<file path="src/rtl/robo_command_sequencer.sv">
// robo_command_sequencer
//   Turns one-cycle advance/turn/collect decisions from the robot FSM into
//   timed actuator pulses, acknowledges completion, and tracks how many
//   items are in the trash bin.
//
// Optional feature: define ROBO_BIN_LIMIT_EN to enable the FULL state.
// With it, collection halts at BIN_CAPACITY until bin_empty. Without it,
// bin_full is tied to 0 and trash_count saturates at BIN_CAPACITY.
//
// Ports
//   clock        in  system clock, rising edge
//   reset        in  synchronous, active-high
//   advance      in  advance request (sampled only in IDLE)
//   turn         in  turn request    (sampled only in IDLE)
//   collect      in  collect request (sampled only in IDLE)
//   bin_empty    in  one-cycle pulse: bin was emptied, clears trash_count
//   motor_fwd    out forward drive, ADVANCE_CYCLES long
//   motor_rot    out rotate drive, TURN_CYCLES long
//   arm_on       out collector arm, COLLECT_CYCLES long
//   busy         out high whenever not IDLE
//   ack          out one-cycle pulse when a command completes
//   bin_full     out bin at capacity, collection halted
//   trash_count  out items currently in the bin
module robo_command_sequencer #(
  parameter int unsigned ADVANCE_CYCLES = 4,
  parameter int unsigned TURN_CYCLES    = 8,
  parameter int unsigned COLLECT_CYCLES = 6,
  parameter int unsigned BIN_CAPACITY   = 15,
  parameter int unsigned BIN_W          = 4
) (
  input  logic             clock,
  input  logic             reset,
  input  logic             advance,
  input  logic             turn,
  input  logic             collect,
  input  logic             bin_empty,
  output logic             motor_fwd,
  output logic             motor_rot,
  output logic             arm_on,
  output logic             busy,
  output logic             ack,
  output logic             bin_full,
  output logic [BIN_W-1:0] trash_count
);

  localparam int unsigned MAX_AT  = (ADVANCE_CYCLES > TURN_CYCLES) ? ADVANCE_CYCLES : TURN_CYCLES;
  localparam int unsigned MAX_CYC = (MAX_AT > COLLECT_CYCLES) ? MAX_AT : COLLECT_CYCLES;
  localparam int unsigned CNT_W   = (MAX_CYC > 1) ? $clog2(MAX_CYC) : 1;

`ifdef ROBO_BIN_LIMIT_EN
  typedef enum logic [2:0] {IDLE, ADVANCE, TURN, COLLECT, DONE, FULL} state_t;
`else
  typedef enum logic [2:0] {IDLE, ADVANCE, TURN, COLLECT, DONE} state_t;
`endif

  state_t           state, state_nxt;
  logic [CNT_W-1:0] cnt, cnt_nxt;
  logic [BIN_W-1:0] count_nxt;
  logic             at_cap;

  // Next-state, down-counter and item-count logic
  always_comb begin
    state_nxt = state;
    cnt_nxt   = cnt;
    count_nxt = trash_count;
    at_cap    = (trash_count == BIN_W'(BIN_CAPACITY));
    case (state)
      IDLE: begin
        if (collect) begin
          state_nxt = COLLECT;
          cnt_nxt   = CNT_W'(COLLECT_CYCLES - 1);
        end else if (turn) begin
          state_nxt = TURN;
          cnt_nxt   = CNT_W'(TURN_CYCLES - 1);
        end else if (advance) begin
          state_nxt = ADVANCE;
          cnt_nxt   = CNT_W'(ADVANCE_CYCLES - 1);
        end
      end
      ADVANCE, TURN, COLLECT: begin
        if (cnt == '0) begin
          state_nxt = DONE;
          // Saturating increment keeps the count within capacity
          if (state == COLLECT && !at_cap) begin
            count_nxt = trash_count + BIN_W'(1);
          end
        end else begin
          cnt_nxt = cnt - CNT_W'(1);
        end
      end
      DONE: begin
`ifdef ROBO_BIN_LIMIT_EN
        // A bin_empty in this cycle zeroes the count, so FULL is skipped
        state_nxt = (at_cap && !bin_empty) ? FULL : IDLE;
`else
        state_nxt = IDLE;
`endif
      end
`ifdef ROBO_BIN_LIMIT_EN
      FULL: begin
        if (bin_empty) state_nxt = IDLE;
      end
`endif
      default: state_nxt = IDLE;
    endcase
    // Clear wins over a coincident collect increment
    if (bin_empty) count_nxt = '0;
  end

  // State, counters and Moore outputs registered from the next state
  always_ff @(posedge clock) begin
    if (reset) begin
      state       <= IDLE;
      cnt         <= '0;
      trash_count <= '0;
      motor_fwd   <= 1'b0;
      motor_rot   <= 1'b0;
      arm_on      <= 1'b0;
      busy        <= 1'b0;
      ack         <= 1'b0;
    end else begin
      state       <= state_nxt;
      cnt         <= cnt_nxt;
      trash_count <= count_nxt;
      motor_fwd   <= (state_nxt == ADVANCE);
      motor_rot   <= (state_nxt == TURN);
      arm_on      <= (state_nxt == COLLECT);
      busy        <= (state_nxt != IDLE);
      ack         <= (state_nxt == DONE);
    end
  end

`ifdef ROBO_BIN_LIMIT_EN
  always_ff @(posedge clock) begin
    if (reset) bin_full <= 1'b0;
    else       bin_full <= (state_nxt == FULL);
  end
`else
  assign bin_full = 1'b0;
`endif

endmodule

</file>
<file path="config.mk">
export PLATFORM = sky130hd
export DESIGN_NAME = robo_command_sequencer
export DESIGN_NICKNAME = d
export VERILOG_FILES = /design/src/rtl/robo_command_sequencer.sv
export SDC_FILE = /design/constraint.sdc
export NUM_CORES = 1
export LEC_CHECK = 0
export ABC_AREA = 1
export CAP_MARGIN = 20
export CORE_AREA = 2 2 43 45
export CTS_BUF_LIST = sky130_fd_sc_hd__clkbuf_4 sky130_fd_sc_hd__clkbuf_8 sky130_fd_sc_hd__clkbuf_16
export CTS_CLUSTER_DIAMETER = 200
export DETAILED_ROUTE_END_ITERATION = 7
export DIE_AREA = 0 0 45 47
export GPL_ROUTABILITY_DRIVEN = 0
export PLACE_DENSITY = 0.85
export SYNTH_ARGS = -nofsm -noshare
export SYNTH_HDL_FRONTEND = slang
export SYNTH_SLANG_ARGS = --single-unit
</file>
<file path="constraint.sdc">
create_clock -name clock -period 3.1 [get_ports clock]
set_input_delay 0.62 -clock clock [delete_from_list [all_inputs] [get_ports clock]]
set_output_delay 0.62 -clock clock [all_outputs]
set_load 0.02 [all_outputs]
</file>
# == Yosys cells after proc, flatten, opt, wreduce, memory -nomap -nowiden ==
# Cells that the tools add are included.
# totals
out_inout_bits,10
input_bits,6
register_bits,15
elab_cells,40
# classes
mux,10
reduce_logical,10
n_eq_ne,10
add_sub_neg,2
# op_table
cell,count
3-bit two-way mux,8
"3-bit by 2-bit equality test with 1-bit output, second input constant",4
3-bit case mux with 2 select lines,2
"3-bit by 1-bit equality test with 1-bit output, second input constant",2
3-bit zero test,2
3-bit AND reduction,2
"4-bit by 1-bit adder with 4-bit output, second input constant",1
"4-bit equality test, second input constant",1
"4-bit != test, second input constant",1
"3-bit equality test, second input constant",1
3-bit nonzero test,1
3-bit OR reduction,1
"3-bit by 1-bit subtractor with 3-bit output, second input constant",1
"2-bit != test, second input constant",1
2-bit nonzero test,1
2-bit OR reduction,1
1-bit logical AND,1
1-bit zero test,1

# == Depth between registers and ports, before layout ==
# depth
word_depth,5
ltp_mapped,9
ltp_nobuf,9

# == Worst setup path after synthesis ==
# No wires, ideal clock.
# synth_timing
path_kind,register to register
startpoint,reg trash_count[0]
endpoint,reg trash_count[2]
t_required_ps,2984
t_arrival_ps,1080
period_less_slack_ps,1196
path_slack_ps,1904
stages_incl_launch_ff,7
cell_sequence,dfxtp_1 -> ha_1 -> nand3_1 -> nand3_2 -> inv_2 -> nand2_1 -> a21oi_1
# synth_via
elab_chain_cells,4
# synth_rtl
element,line,rtl
"start, declared",43,output logic [BIN_W-1:0] trash_count
"start signal, assigned",124,trash_count <= count_nxt;
4-bit equality test,66,at_cap = (trash_count == BIN_W'(BIN_CAPACITY));
1-bit zero test,84,if (state == COLLECT && !at_cap) begin
1-bit logical AND,84,
3-bit AND reduction (no line),-,
# Parallel ways exist; a longest one is shown, timed or not.
# A chain may end at the register's enable or synchronous reset.

# == Final worst setup path ==
# layout_timing
startpoint,reg trash_count[2]
endpoint,out trash_count[2]
# No word-level cell between the ends.

==> out/qor.yml <==
power_and_ir_drop:
  max-vdd-ir-drop_mv: 0.339
  powerDensity_nw_per_um2: 785
  p_leak_nw: 0.450
clock_network:
  cts_tree: "done"
  cts_root_buf: "clkbuf_4"
  clockBufferDepth: 2
  post_cts_resized: 0
  clock_latency_ns: 0.27
  clock_sinks: 15
  clkSlewWorstSetupHoldPaths_ns: 0.09
  cts_buffers: 3
  postCtsSetupBuffers: 0
  ctsHoldBuffers: 0
  cts-htree-levels: 1
die:
  start_util_pct: 46.1
  die_x_um: 45
  coreArea_sq_um: 1650
  boundaryPins: 16
  dieArea_sq_um: 2120
  std_cell_rows: 15
  die_y_um: 47
critical_path:
  slowest_stage: "clkdlybuf4s50_1"
  worst-path-buf-inv: 1
  cp_max_fo: 6
  path_cells: "clkdlybuf4s50_1"
  startpoint_type: "flip-flop"
  cp_slowest_stage_delay_ns: 0.64
  path_delay_family: "buffers and inverters"
  crit_type: "reg2out"
  arrival_ns: 1.36
  critPathRequiredTime_ns: 2.48
  cp-end-kind: "primary output"
synthesis:
  postSynthCellCount: 112
  seq_area_frac_synth_pct: 39.5
  yosysUniqueCellTypes: 18
  syn_area_sq_um: 761
  ys_warn_count: 0
  ys_seq_elements: 15
  ys_top_cells_by_area: "dfxtp_1, nand2_1, inv_1"
  avgSynthCellArea_sq_um: 6.79
  syn_nets: 121
  synth_top_area_share_pct: 39.5
  yosysTopAreaCell: "dfxtp_1"
drt:
  drc: 0
  drt-initial-drc-count: 18
  routed_wl_um: 1390
  post_drt_wl_per_cell_um: 9.50
  vias: 723
  routed_via_density: 4.95
  postRouteAntennaNets: 0
  first_pass_iters: 4
placed_design:
  post-dp-hpwl_um: 1130
  port_buffers: 14
  pre_cts_slack_ns: 1.38
global_routing:
  antenna_found_initial: 0
  grt.total_usage_pct: 14.0
  overflow: 0
  grt_pass1_wl_um: 2170
  grt_start_max_net_pins: 10
  grt_pass1_vias: 553
sta:
  hold_violations: 0
  period_share_pct: 63.7
  finalSetupViolCount: 0
  finalMaxSlewViolations: 0
  final.setup.worst_slack_ns: 1.12
  timing.fmax_mhz: 506
  finalClockSkew_ns: 0.00244
  fin_crit_ns: 1.98
  rsz0062_at_grt: "false"
  tns_ns: 0
finish:
  utilization_pct: 57.0
  final_common_cell: "nand2_1"
  final_cell_mix: "nand2_1, inv_1, dfxtp_1"
  nNetsFinal: 139
  synthToLayoutAreaGrowth_pct: 23.8
  drive_gt1_share_pct: 13.2
  n_antenna_cell: 0
run_status:
  status: "finished, final reports clean"
worst_hold_path:
  hold_class: "reg2reg"
run:
  drv_cap: 0
-- area by class of cell --
cell class                      count  area, sq um
Fill cell                         166          709
Multi-Input combinational cell     76          378
Sequential cell                    15          300
Timing Repair Buffer               14          140
Inverter                           20         75.1
Clock buffer                        3         22.5
Tap cell                           17         21.3
Clock inverter                      1         5.00
-- final timing paths --
kind	start	endpoint	slack, ns	depth (start not counted)
setup / recovery	trash_count[2]$_SDFFE_PP0P_	trash_count[2]	1.12	1
hold / removal	cnt[0]$_SDFFE_PP0P_	cnt[0]$_SDFFE_PP0P_	0.52	2
setup reg to reg	cnt[0]$_SDFFE_PP0P_	trash_count[2]$_SDFFE_PP0P_	1.83	8
hold reg to reg	cnt[0]$_SDFFE_PP0P_	cnt[0]$_SDFFE_PP0P_	0.52	2
-- per-layer routing --
metal,vias up,global-route usage [%],wire (um)
li1,375,-,-
met1,332,16.1,627
met2,14,25.1,674
met3,2,2.31,61
met4,0,7.06,25
met5,-,0,0
-- power by group --
part / switching [mW] / internal, mW
clock network: 0.0594 / 0.0477
logic: 0.221 / 0.137
registers: 0.0317 / 0.243
total: 0.312 / 0.427
-- through the flow --
| stage | hold WS (ns) | total power, mW | cell area, sq um | cells |
|---|---|---|---|---|
| 6_report | 0.523 | 0.739 | 942 | 146 |
| 5_1_grt | 0.549 | 0.799 | 942 | 146 |
| 4_1_cts | 0.524 | 0.744 | 942 | 146 |
| 3_5_place_dp | 0.509 | 0.635 | 915 | 142 |
| 3_3_place_gp | 0.497 | 0.625 | 915 | 142 |
| 2_1_floorplan | 0.478 | 0.539 | 761 | 112 |
-- sequential cells by signal, indices dropped and copies added, names as in the netlist --
name         cells
cnt              3
trash_count      4
busy             1
ack              1
arm_on           1
motor_fwd        1
motor_rot        1
state            3
-- synthesized netlist by cell type --
| library cell | count |
|---|---|
| a21oi_1 | 7 |
| buf_4 | 1 |
| conb_1 | 1 |
| dfxtp_1 | 15 |
| ha_1 | 3 |
| inv_1 | 17 |
| inv_2 | 3 |
| nand2_1 | 27 |
| nand2_2 | 6 |
| nand3_1 | 7 |
| nand3_2 | 1 |
| nand4_1 | 2 |
| nor2_1 | 14 |
| nor2_2 | 2 |
| nor2_4 | 1 |
| o21ai_0 | 3 |
| o21ai_1 | 1 |
| xor2_1 | 1 |
-- logic make-up (layout without fill, tap and decap cells) --
kind of cell,count (synthesis),in the layout,share of synthesized area (%)
xor+xnor,1,1,1.15
simple gates,60,60,35.9
other cells,1,1,0.493
flops,15,15,39.5
fa+ha+maj,3,3,4.93
compound gates,11,11,7.24
buf+inv,21,38,10.9
(Power assumes the default switching activity.)
==> edit: new RTL, same settings <==
Set the parameter `ADVANCE_CYCLES` to 8 (it was 4).
--- a/src/rtl/robo_command_sequencer.sv
+++ b/src/rtl/robo_command_sequencer.sv
@@ -23,5 +23,5 @@
 //   trash_count  out items currently in the bin
 module robo_command_sequencer #(
-  parameter int unsigned ADVANCE_CYCLES = 4,
+  parameter int unsigned ADVANCE_CYCLES = 8,
   parameter int unsigned TURN_CYCLES    = 8,
   parameter int unsigned COLLECT_CYCLES = 6,
Check against the original RTL: not equivalent (Yosys sat finds a counterexample within 10 cycles, from zero or initial values and one cycle with reset high).
==> edit against the original RTL <==
Sequential cell count stayed put; count of clock-buffer cells in the layout grew 1; design area down 2.8%; global-route usage down 0.39 points; die area stayed put; synthesized cell count fell by 11%; non-clock buffer count did not move; critical path depth unchanged; largest cell class unchanged; fmax about the same; power grew 4.2%; area after synthesis decreased by 3.8%; setup slack improved by 0.00066 ns; routed wire length shrank 8.2%.
==> edit: results (changes against the original RTL) <==
- The flow ran to the end, and the final reports show no timing, DRC or antenna violations.
* Combined global-route utilization of all metal layers: 13.6% (-0.39 points)
- Synth top cells by count: sky130_fd_sc_hd__nand2_1 (23), sky130_fd_sc_hd__dfxtp_1 (15), sky130_fd_sc_hd__inv_1 (13)
- Worst skew pair latency: 0.28 ns
- The filler cell count was 158 (-4.8%).
* Worst Hold Class: flop to flop
- The clock-pin slew on the worst setup and hold paths was 0.09 ns (about the same).
* Adder-cell area share of the yosys netlist: 5.13% (+0.19 points)
- Number of synthesis warnings: 0 (unchanged)
* Number of diodes added for antenna fixing: 0 (unchanged)
- Sorting the synthesized cells by area gives the leading types as sky130_fd_sc_hd__dfxtp_1 (41%), sky130_fd_sc_hd__nand2_1 (12%), sky130_fd_sc_hd__inv_1 (6.7%), sky130_fd_sc_hd__ha_1 (5.1%), sky130_fd_sc_hd__nand2_2 (4.3%).
- Syn Nets: 109 (-9.9%)
* Leak pwr: 0.422 nW (-6.2%)
* Drt first-iter violations: 8 (-10)
- Dominant delay contributor by cell family on the critical path: buffers and inverters
* CTS H-tree depth: 1 (unchanged)
- Number of antenna violations at the first check in global routing: 0 (unchanged)
* Primary flip-flop cell chosen by synthesis mapping: sky130_fd_sc_hd__dfxtp_1
- The number of different library cells in the post-synthesis netlist was 22 (+4).
* Synthesized-area fraction occupied by ao, oa, aoi and oai cells: 8.55% (+1.3 points)
- Leading cell type by number of instances after synthesis: sky130_fd_sc_hd__nand2_1
- Clock Root Buffer: sky130_fd_sc_hd__clkbuf_4
* Worst-case vdd ir drop: 0.437 mV (+29%)
- Total via count in the routed design: 637 (-12%)
- Post-route non-filler standard cell count: 134 (-8.2%)
- The wire length per cell after detailed routing came to 9.50 um (unchanged).
- Highest fanout seen on the critical path: 6 (unchanged)
- The largest net degree at the start of global routing came to 9 (-1).
- The first-pass GRT wire length was 2.07 mm (-4.4%).
- Fraction of synthesized cell area in xor and xnor cells: 2.39% (+1.2 points)
- Number of buffers inserted for hold repair after clock tree synthesis: 0 (unchanged)
- The half-perimeter wire length after detailed placement is 1.05 mm (-6.9%).
- The via count of the first global-routing pass was 547 (-1.1%).
- Total setup buffers inserted after CTS: 0 (unchanged)
- The mean cell area of the mapped netlist was 7.32 um2 (+7.8%).
- Fraction of synthesis flops using an asynchronous set or reset pin: 0% (unchanged)
- The clock tree buffer depth was 2 (unchanged).
- Register area share after synthesis: 41.0% (+1.6 points)
* Clock buffer count from CTS: 3 (unchanged)
- Fraction of final layout cells with drive strength greater than 1: 17.9% (+4.8 points)
* Port Buf Inserts: 14 (unchanged)
- Largest stage delay on the critical path: 0.64 ns (about the same)
* Share of synthesized area spent on multiplexers: 0% (unchanged)
* Worst Skew: 0.00531 ns (+0.00287 ns)
- The detailed-router iteration count before antenna repair is 4 (unchanged).
- Master of the slowest instance on the critical path: sky130_fd_sc_hd__clkdlybuf4s50_1
- In the final layout, the registers with the most flip-flops are trash_count: 4 flops, cnt: 3 flops, state: 3 flops.
- The post-CTS resize count was 0 (unchanged).
[edit: worst paths after layout]
path / cells past startpoint / from / slack, ns / endpoint
setup / recovery: 1 / trash_count[2]$_SDFFE_PP0P_ / 1.12 / trash_count[2]
hold / removal: 2 / cnt[0]$_SDFFE_PP0P_ / 0.52 / cnt[0]$_SDFFE_PP0P_
setup reg to reg: 8 / cnt[0]$_SDFFE_PP0P_ / 1.90 / cnt[1]$_SDFFE_PP0P_
hold reg to reg: 2 / cnt[0]$_SDFFE_PP0P_ / 0.52 / cnt[0]$_SDFFE_PP0P_
[edit: per-stage QoR]
stage          instance area, um2  setup WS, ns  util [%]
5_1_grt                       916          1.04      55.5
3_5_place_dp                  886          1.39      53.6
4_1_cts                       916          1.10      55.5
6_report                      916          1.12      55.5
2_1_floorplan                 732          1.90         -
3_3_place_gp                  886          1.41      53.6
[edit: logic make-up (layout without fill, tap and decap cells)]
logic type,after synthesis,after routing
AOI/OAI and AO/OA,11,11
DFF,15,15
and+or+nand+nor,49,49
xor gates and xnor gates,2,2
adders and majority gates,3,3
buffers and inverters,19,36
other,1,1
[edit: final cells by class]
cell class / count / share of cell area, %
Tap cell: 17 / 2.32
Multi-Input combinational cell: 66 / 38.9
Sequential cell: 15 / 32.8
Timing Repair Buffer: 14 / 15.3
Clock buffer: 4 / 3.28
Inverter: 18 / 7.38
[edit: layer usage]
metal	global-route usage [%]	part of all wire [%]	up-vias
li1	-	-	342
met3	3.46	4.5	6
met5	0	0	-
met4	10.6	3.8	0
met2	22.3	44	16
met1	15.2	47	273
[edit: power by group]
part / internal, mW / leakage [nW] / switching, mW
Combinational: 0.146 / 0.280 / 0.229
Clock: 0.0586 / 0.0184 / 0.0588
Sequential: 0.248 / 0.123 / 0.0292
